## config.mk

```make
export PLATFORM = sky130hd
export DESIGN_NAME = result_bus_arbiter_flat
export DESIGN_NICKNAME = d
export VERILOG_FILES = /design/src/rtl/result_bus_arbiter_pkg.sv /design/src/rtl/result_bus_arbiter_if.sv /design/src/rtl/result_bus_arbiter_rr_arbiter.sv /design/src/rtl/result_bus_arbiter.sv /design/src/flat_wrapper.sv
export SDC_FILE = /design/constraint.sdc
export NUM_CORES = 1
export LEC_CHECK = 0
export CORE_ASPECT_RATIO = 0.75
export CORE_MARGIN = 1
export CORE_UTILIZATION = 40
export CTS_CLUSTER_DIAMETER = 50
export DETAILED_ROUTE_END_ITERATION = 16
export PLACE_DENSITY = 0.89
export SYNTH_ARGS = -nofsm -noshare
export SYNTH_HDL_FRONTEND = slang
export SYNTH_HIERARCHICAL = 1
export SYNTH_SLANG_ARGS = --single-unit
export TNS_END_PERCENT = 100
```

## constraint.sdc

```tcl
create_clock -name clk -period 9.15 [get_ports clk]
set_input_delay 1.83 -clock clk [delete_from_list [all_inputs] [get_ports clk]]
set_output_delay 1.83 -clock clk [all_outputs]
set_load 0.01 [all_outputs]
```

## src/rtl/result_bus_arbiter_pkg.sv

```systemverilog
// Shared types for the common result bus: CR0/XER status carried with every result.
// Imported by the arbiter, its interface and the bench.
package result_bus_arbiter_pkg;

  localparam int REG_ADDR_WIDTH = 5;
  localparam int VALUE_WIDTH    = 32;

  typedef struct packed {
    logic [0:3] cr0;
    logic       so;
    logic       ov;
    logic       ca;
  } cond_exception_t;

endpackage

```

## src/rtl/result_bus_arbiter_if.sv

```systemverilog
// Execution-unit result ports plus the broadcast result bus, with views for the arbiter (slave)
// and for the units/writeback side (master).
interface result_bus_arbiter_if
  import result_bus_arbiter_pkg::*;
#(
  parameter int NUM_UNITS   = 4,
  parameter int RS_ID_WIDTH = 5
) ();

  logic [NUM_UNITS-1:0]                      in_valid;
  logic [NUM_UNITS-1:0]                      in_ready;
  logic [NUM_UNITS-1:0][RS_ID_WIDTH-1:0]     in_rs_id;
  logic [NUM_UNITS-1:0][REG_ADDR_WIDTH-1:0]  in_reg_addr;
  logic [NUM_UNITS-1:0][0:VALUE_WIDTH-1]     in_result;
  cond_exception_t [NUM_UNITS-1:0]           in_cr0_xer;

  logic                      cdb_valid;
  logic                      cdb_ready;
  logic [RS_ID_WIDTH-1:0]    cdb_rs_id;
  logic [0:VALUE_WIDTH-1]    cdb_value;
  logic [REG_ADDR_WIDTH-1:0] cdb_reg_addr;
  cond_exception_t           cdb_cr0_xer;

  modport master (
    output in_valid, in_rs_id, in_reg_addr, in_result, in_cr0_xer, cdb_ready,
    input  in_ready, cdb_valid, cdb_rs_id, cdb_value, cdb_reg_addr, cdb_cr0_xer
  );

  modport slave (
    input  in_valid, in_rs_id, in_reg_addr, in_result, in_cr0_xer, cdb_ready,
    output in_ready, cdb_valid, cdb_rs_id, cdb_value, cdb_reg_addr, cdb_cr0_xer
  );

endinterface

```

## src/rtl/result_bus_arbiter_rr_arbiter.sv

```systemverilog
// Round-robin arbiter: one-hot grant to the first requester at or after the pointer, combinational.
// Pointer moves to one past the granted unit only when the caller reports an accepted grant.
module rr_arbiter #(
  parameter int N = 4
) (
  input  logic         clk,
  input  logic         rst,
  input  logic [N-1:0] req,
  input  logic         advance,
  output logic [N-1:0] grant
);

  localparam int PW = (N > 1) ? $clog2(N) : 1;

  logic [PW-1:0] ptr;
  logic [PW-1:0] ptr_next;
  logic [PW-1:0] grant_idx;
  logic [PW:0]   scan;
  logic          found;

  always_comb begin
    grant     = '0;
    grant_idx = '0;
    found     = 1'b0;
    scan      = '0;
    for (int k = 0; k < N; k++) begin
      scan = {1'b0, ptr} + (PW+1)'(k);
      if (scan >= (PW+1)'(N)) begin
        scan = scan - (PW+1)'(N);
      end
      if (!found && req[scan[PW-1:0]]) begin
        grant[scan[PW-1:0]] = 1'b1;
        grant_idx           = scan[PW-1:0];
        found               = 1'b1;
      end
    end
  end

  always_comb begin
    ptr_next = ptr;
    if (advance) begin
      ptr_next = (grant_idx == PW'(N-1)) ? '0 : grant_idx + PW'(1);
    end
  end

  always_ff @(posedge clk) begin
    if (rst) begin
      ptr <= '0;
    end else begin
      ptr <= ptr_next;
    end
  end

endmodule

```

## src/rtl/result_bus_arbiter.sv

```systemverilog
// Serialises unit results onto one registered result bus; accept-to-bus latency 1 cycle.
// Single output buffer reloads while draining, so full throughput when writeback is ready.
module result_bus_arbiter
  import result_bus_arbiter_pkg::*;
#(
  parameter int NUM_UNITS   = 4,
  parameter int RS_ID_WIDTH = 5
) (
  input logic                clk,
  input logic                rst,
  result_bus_arbiter_if.slave bus
);

  typedef struct packed {
    logic [RS_ID_WIDTH-1:0]    rs_id;
    logic [REG_ADDR_WIDTH-1:0] reg_addr;
    logic [0:VALUE_WIDTH-1]    value;
    cond_exception_t           cr0_xer;
  } cdb_entry_t;

  logic [NUM_UNITS-1:0] grant;
  logic [NUM_UNITS-1:0] ready;
  logic                 can_load;
  logic                 transfer;
  cdb_entry_t           sel;
  cdb_entry_t           cdb_q;
  logic                 cdb_valid_q;

  rr_arbiter #(.N(NUM_UNITS)) u_rr (
    .clk     (clk),
    .rst     (rst),
    .req     (bus.in_valid),
    .advance (transfer),
    .grant   (grant)
  );

  assign can_load     = !cdb_valid_q || bus.cdb_ready;
  assign ready        = (can_load && !rst) ? grant : '0;
  assign transfer     = |(ready & bus.in_valid);
  assign bus.in_ready = ready;

  // Grant is one-hot, so a plain priority select is an exact mux.
  always_comb begin
    sel = '0;
    for (int i = 0; i < NUM_UNITS; i++) begin
      if (grant[i]) begin
        sel.rs_id    = bus.in_rs_id[i];
        sel.reg_addr = bus.in_reg_addr[i];
        sel.value    = bus.in_result[i];
        sel.cr0_xer  = bus.in_cr0_xer[i];
      end
    end
  end

  always_ff @(posedge clk) begin
    if (rst) begin
      cdb_valid_q <= 1'b0;
      cdb_q       <= '0;
    end else if (transfer) begin
      cdb_valid_q <= 1'b1;
      cdb_q       <= sel;
    end else if (bus.cdb_ready) begin
      cdb_valid_q <= 1'b0;
    end
  end

  assign bus.cdb_valid    = cdb_valid_q;
  assign bus.cdb_rs_id    = cdb_q.rs_id;
  assign bus.cdb_reg_addr = cdb_q.reg_addr;
  assign bus.cdb_value    = cdb_q.value;
  assign bus.cdb_cr0_xer  = cdb_q.cr0_xer;

endmodule

```

## src/flat_wrapper.sv

```systemverilog
// flat-port wrapper written by rule: the top's interface ports become plain ports
module result_bus_arbiter_flat import result_bus_arbiter_pkg::*;
#(
  parameter int NUM_UNITS   = 4,
  parameter int RS_ID_WIDTH = 5
)
  (clk, rst, bus_in_valid, bus_in_rs_id, bus_in_reg_addr, bus_in_result, bus_in_cr0_xer, bus_cdb_ready, bus_in_ready, bus_cdb_valid, bus_cdb_rs_id, bus_cdb_value, bus_cdb_reg_addr, bus_cdb_cr0_xer);
  result_bus_arbiter_if #(.NUM_UNITS(NUM_UNITS), .RS_ID_WIDTH(RS_ID_WIDTH)) bus_i ();
  input logic clk;
  input logic rst;
  input wire logic [$bits(bus_i.in_valid)-1:0] bus_in_valid;
  input wire logic [$bits(bus_i.in_rs_id)-1:0] bus_in_rs_id;
  input wire logic [$bits(bus_i.in_reg_addr)-1:0] bus_in_reg_addr;
  input wire logic [$bits(bus_i.in_result)-1:0] bus_in_result;
  input wire logic [$bits(bus_i.in_cr0_xer)-1:0] bus_in_cr0_xer;
  input wire logic [$bits(bus_i.cdb_ready)-1:0] bus_cdb_ready;
  output wire logic [$bits(bus_i.in_ready)-1:0] bus_in_ready;
  output wire logic [$bits(bus_i.cdb_valid)-1:0] bus_cdb_valid;
  output wire logic [$bits(bus_i.cdb_rs_id)-1:0] bus_cdb_rs_id;
  output wire logic [$bits(bus_i.cdb_value)-1:0] bus_cdb_value;
  output wire logic [$bits(bus_i.cdb_reg_addr)-1:0] bus_cdb_reg_addr;
  output wire logic [$bits(bus_i.cdb_cr0_xer)-1:0] bus_cdb_cr0_xer;
  assign bus_i.in_valid = bus_in_valid;
  assign bus_i.in_rs_id = bus_in_rs_id;
  assign bus_i.in_reg_addr = bus_in_reg_addr;
  assign bus_i.in_result = bus_in_result;
  assign bus_i.in_cr0_xer = bus_in_cr0_xer;
  assign bus_i.cdb_ready = bus_cdb_ready;
  assign bus_in_ready = bus_i.in_ready;
  assign bus_cdb_valid = bus_i.cdb_valid;
  assign bus_cdb_rs_id = bus_i.cdb_rs_id;
  assign bus_cdb_value = bus_i.cdb_value;
  assign bus_cdb_reg_addr = bus_i.cdb_reg_addr;
  assign bus_cdb_cr0_xer = bus_i.cdb_cr0_xer;
  result_bus_arbiter #(.NUM_UNITS(NUM_UNITS), .RS_ID_WIDTH(RS_ID_WIDTH)) u_core (.clk(clk), .rst(rst), .bus(bus_i));
endmodule
```

==> reports/metrics.csv <==
metric,value,unit
top_layer,met4,
routed-wl-met3,1.280,mm
startpoint_type,input port,
cts.path.max_buffers,2,
yosysTopAreaCell,dfxtp_1,
totalPowerFinal,2.462,mW
r2r_slack,3.39,ns
yosys_warnings,6,
stdcell_area,7034,µm²
cp.arrival,5.15,ns
fmax,143.2,MHz
rows,33,
grt_pass1_vias,5087,
pre_cts_ws,2.185,ns
synth_edf_count,0,
endpoint_kind,output port,
drc_errors,0,
nets,956,
grtUsageTotal,0.2675,
final.setup.tns,0,ns
reg2reg_from,u_core/u_rr/ptr[0],
ys_seq_area_frac,0.2318,
postRouteWirelength,16.54,mm
cp-endpoint,bus_in_ready[0],
grt_max_degree,101,
path_max_fanout,51,
wire_per_inst,18.60,µm
vias,5479,
ant_nets,0,
ios,257,
io_buffer_count,256,
setup_slack,2.167,ns
path_clk_slew,0.07,ns
synth_cells,558,
final_core_util,0.6429,
gp_routability_congestion,0.8904,
final_cells,889,
grt_remaining_overflow,0,
synthFlopType,dfxtp_1,
wl_met1,6.776,mm
antenna_found_initial,0,
static-leakage-power,2.461,nW
slowest_delay,0.95,ns
worst_slew_pin_slew,1.174,ns
cts_hold_buf,0,
path_class,in2out,
crit_top_cell,clkdlybuf4s50_1,
post_cts_resized,0,
start_util,0.4105,
rsz0062_at_grt,no,
synth_area_leaders,"dfxtp_1 23%, o221a_1 12%, o2111ai_1 9.9%",
hpwl,11.26,mm
placed_area,6867,µm²
cp_slowest_cell,a221o_2,
via_per_inst,6.163,
drtIter0Drc,382,
path_cells,"clkdlybuf4s50_1, or3b_1, a21oi_1, a31oi_1, o21ai_2, a221o_2, and3_1, clkdlybuf4s50_1",
drive_above_1_share,0.03738,
finalSetupViolCount,0,
grt_pass1_wl,25.64,mm
power.density,349.9,nW/µm²
slew_headroom,0.2174,
drv_cap,0,
cts-root-buf,clkbuf_16,
clock_sinks,52,
ff2ff_path_depth,14,
period_needed,6.983,ns
synth_fp_nets,766,
htreeDepth,2,
worst_r2r_endpoint,u_core/u_rr/ptr[1],
finClkSkew,0.004174,ns
slew_viol_final,0,
antenna_cells,0,
cts_buffers,5,
crit_path_start,bus_in_valid[2],
netlist.area_leader.share,0.2318,
clk_latency,0.29,ns
ys_seq_elements,52,
wl_met2,8.009,mm
hold_violations,0,
period_share,0.7632,
cts_tree,yes,
fp.dieW,124.4,µm
cts_setup_buffers,0,
core_region_area,10940,µm²
place_inst,881,
cp_data_required_time,7.32,ns
synthArstFlopShare,0,
area_delta_synth_final,56.60,%
dieArea,11660,µm²
dr.pass1.iters,6,
status,"finished, final reports clean",
netlist_area,4492,µm²
hold_class,reg2reg,
ir_drop,311.4,µV
whs,0.5309,ns
postSynthAreaPerCell,8.050,µm²
synth.distinct_cells,45,
die_h,93.77,µm
[cell usage in the layout (no fill, tap or decap), types with 3 or more instances in the layout]
cell	n
a21oi_1	61
a221oi_1	49
and2_1	5
and3_1	5
buf_4	3
clkbuf_16	5
clkdlybuf4s50_1	256
dfxtp_1	52
ha_1	5
inv_1	53
nand2_1	51
nand3b_1	51
nor2_1	5
o2111ai_1	51
o221a_1	49
o22ai_1	4
[logic make-up after synthesis]
logic type | after synthesis | synth area share
compound gates | 234 | 0.4354
fa+ha+maj | 5 | 0.01393
buf+inv | 132 | 0.1390
flops | 52 | 0.2318
mux | 3 | 0.009471
simple gates | 132 | 0.1705
[layer usage]
layer  vias to the layer above  global-route usage
li1                       2582                   -
met1                      2557              0.3414
met2                       301              0.4517
met3                        39             0.04727
met4                         0             0.09940
met5                         -                   0
[synthesized netlist by cell type (all sizes together) (2+ instances only)]
library cell / n
a211o: 2
a21oi: 61
a221o: 4
a221oi: 49
a22o: 2
a32o: 2
and2: 5
and2b: 2
and3: 5
buf: 32
clkbuf: 44
dfxtp: 52
ha: 5
inv: 56
mux2i: 2
nand2: 51
nand2b: 3
nand3b: 51
nor2: 5
nor3: 2
o2111ai: 51
o21ai: 3
o221a: 49
o22ai: 4
[area by class of cell]
type | instances | area [µm²]
multi-input combinational | 374 | 2854
fill | 896 | 3908
tap | 140 | 175.2
clock inverter | 2 | 38.79
inverter | 56 | 211.5
sequential | 52 | 1041
clock buffer | 6 | 128.9
timing repair buffer | 259 | 2585
[registers in the layout, summed over array words and instances, names as in the netlist]
register                 cells
u_core/u_rr/ptr              2
u_core/bus.cdb_reg_addr      5
u_core/bus.cdb_value        32
u_core/bus.cdb_valid         1
u_core/bus.cdb_rs_id         5
u_core/bus.cdb_cr0_xer       7
[worst max-delay path, delay by kind of cell]
kind / cells / cell delay [ns]
AO/OA/AOI/OAI: 4 / 1.43
buffers and inverters: 2 / 1.20
AND/OR/NAND/NOR: 2 / 0.69
[worst min-delay path by stage]
stage / from / to / slack (ns) / cells past startpoint
6_report: u_core/bus.cdb_value[17] / u_core/bus.cdb_value[17] / 0.53 / 1
5_1_grt: u_core/bus.cdb_value[3] / u_core/bus.cdb_value[3] / 0.55 / 1
4_1_cts: u_core/bus.cdb_value[11] / u_core/bus.cdb_value[11] / 0.54 / 1
3_5_place_dp: u_core/bus.cdb_value[23] / u_core/bus.cdb_value[23] / 0.52 / 1
3_3_place_gp: u_core/bus.cdb_rs_id[2] / u_core/bus.cdb_rs_id[2] / 0.51 / 1
2_1_floorplan: u_core/bus.cdb_value[10] / u_core/bus.cdb_value[10] / 0.57 / 1
[power by group]
group / internal, mW / leakage [nW] / switching (mW) / total (mW)
Clock: 0.131 / 0.0815 / 0.0887 / 0.219
Sequential: 0.289 / 0.427 / 0.0490 / 0.338
Combinational: 0.820 / 1.95 / 1.08 / 1.90
Total: 1.24 / 2.46 / 1.22 / 2.46
No activity file was read; power rests on OpenSTA's default activity.
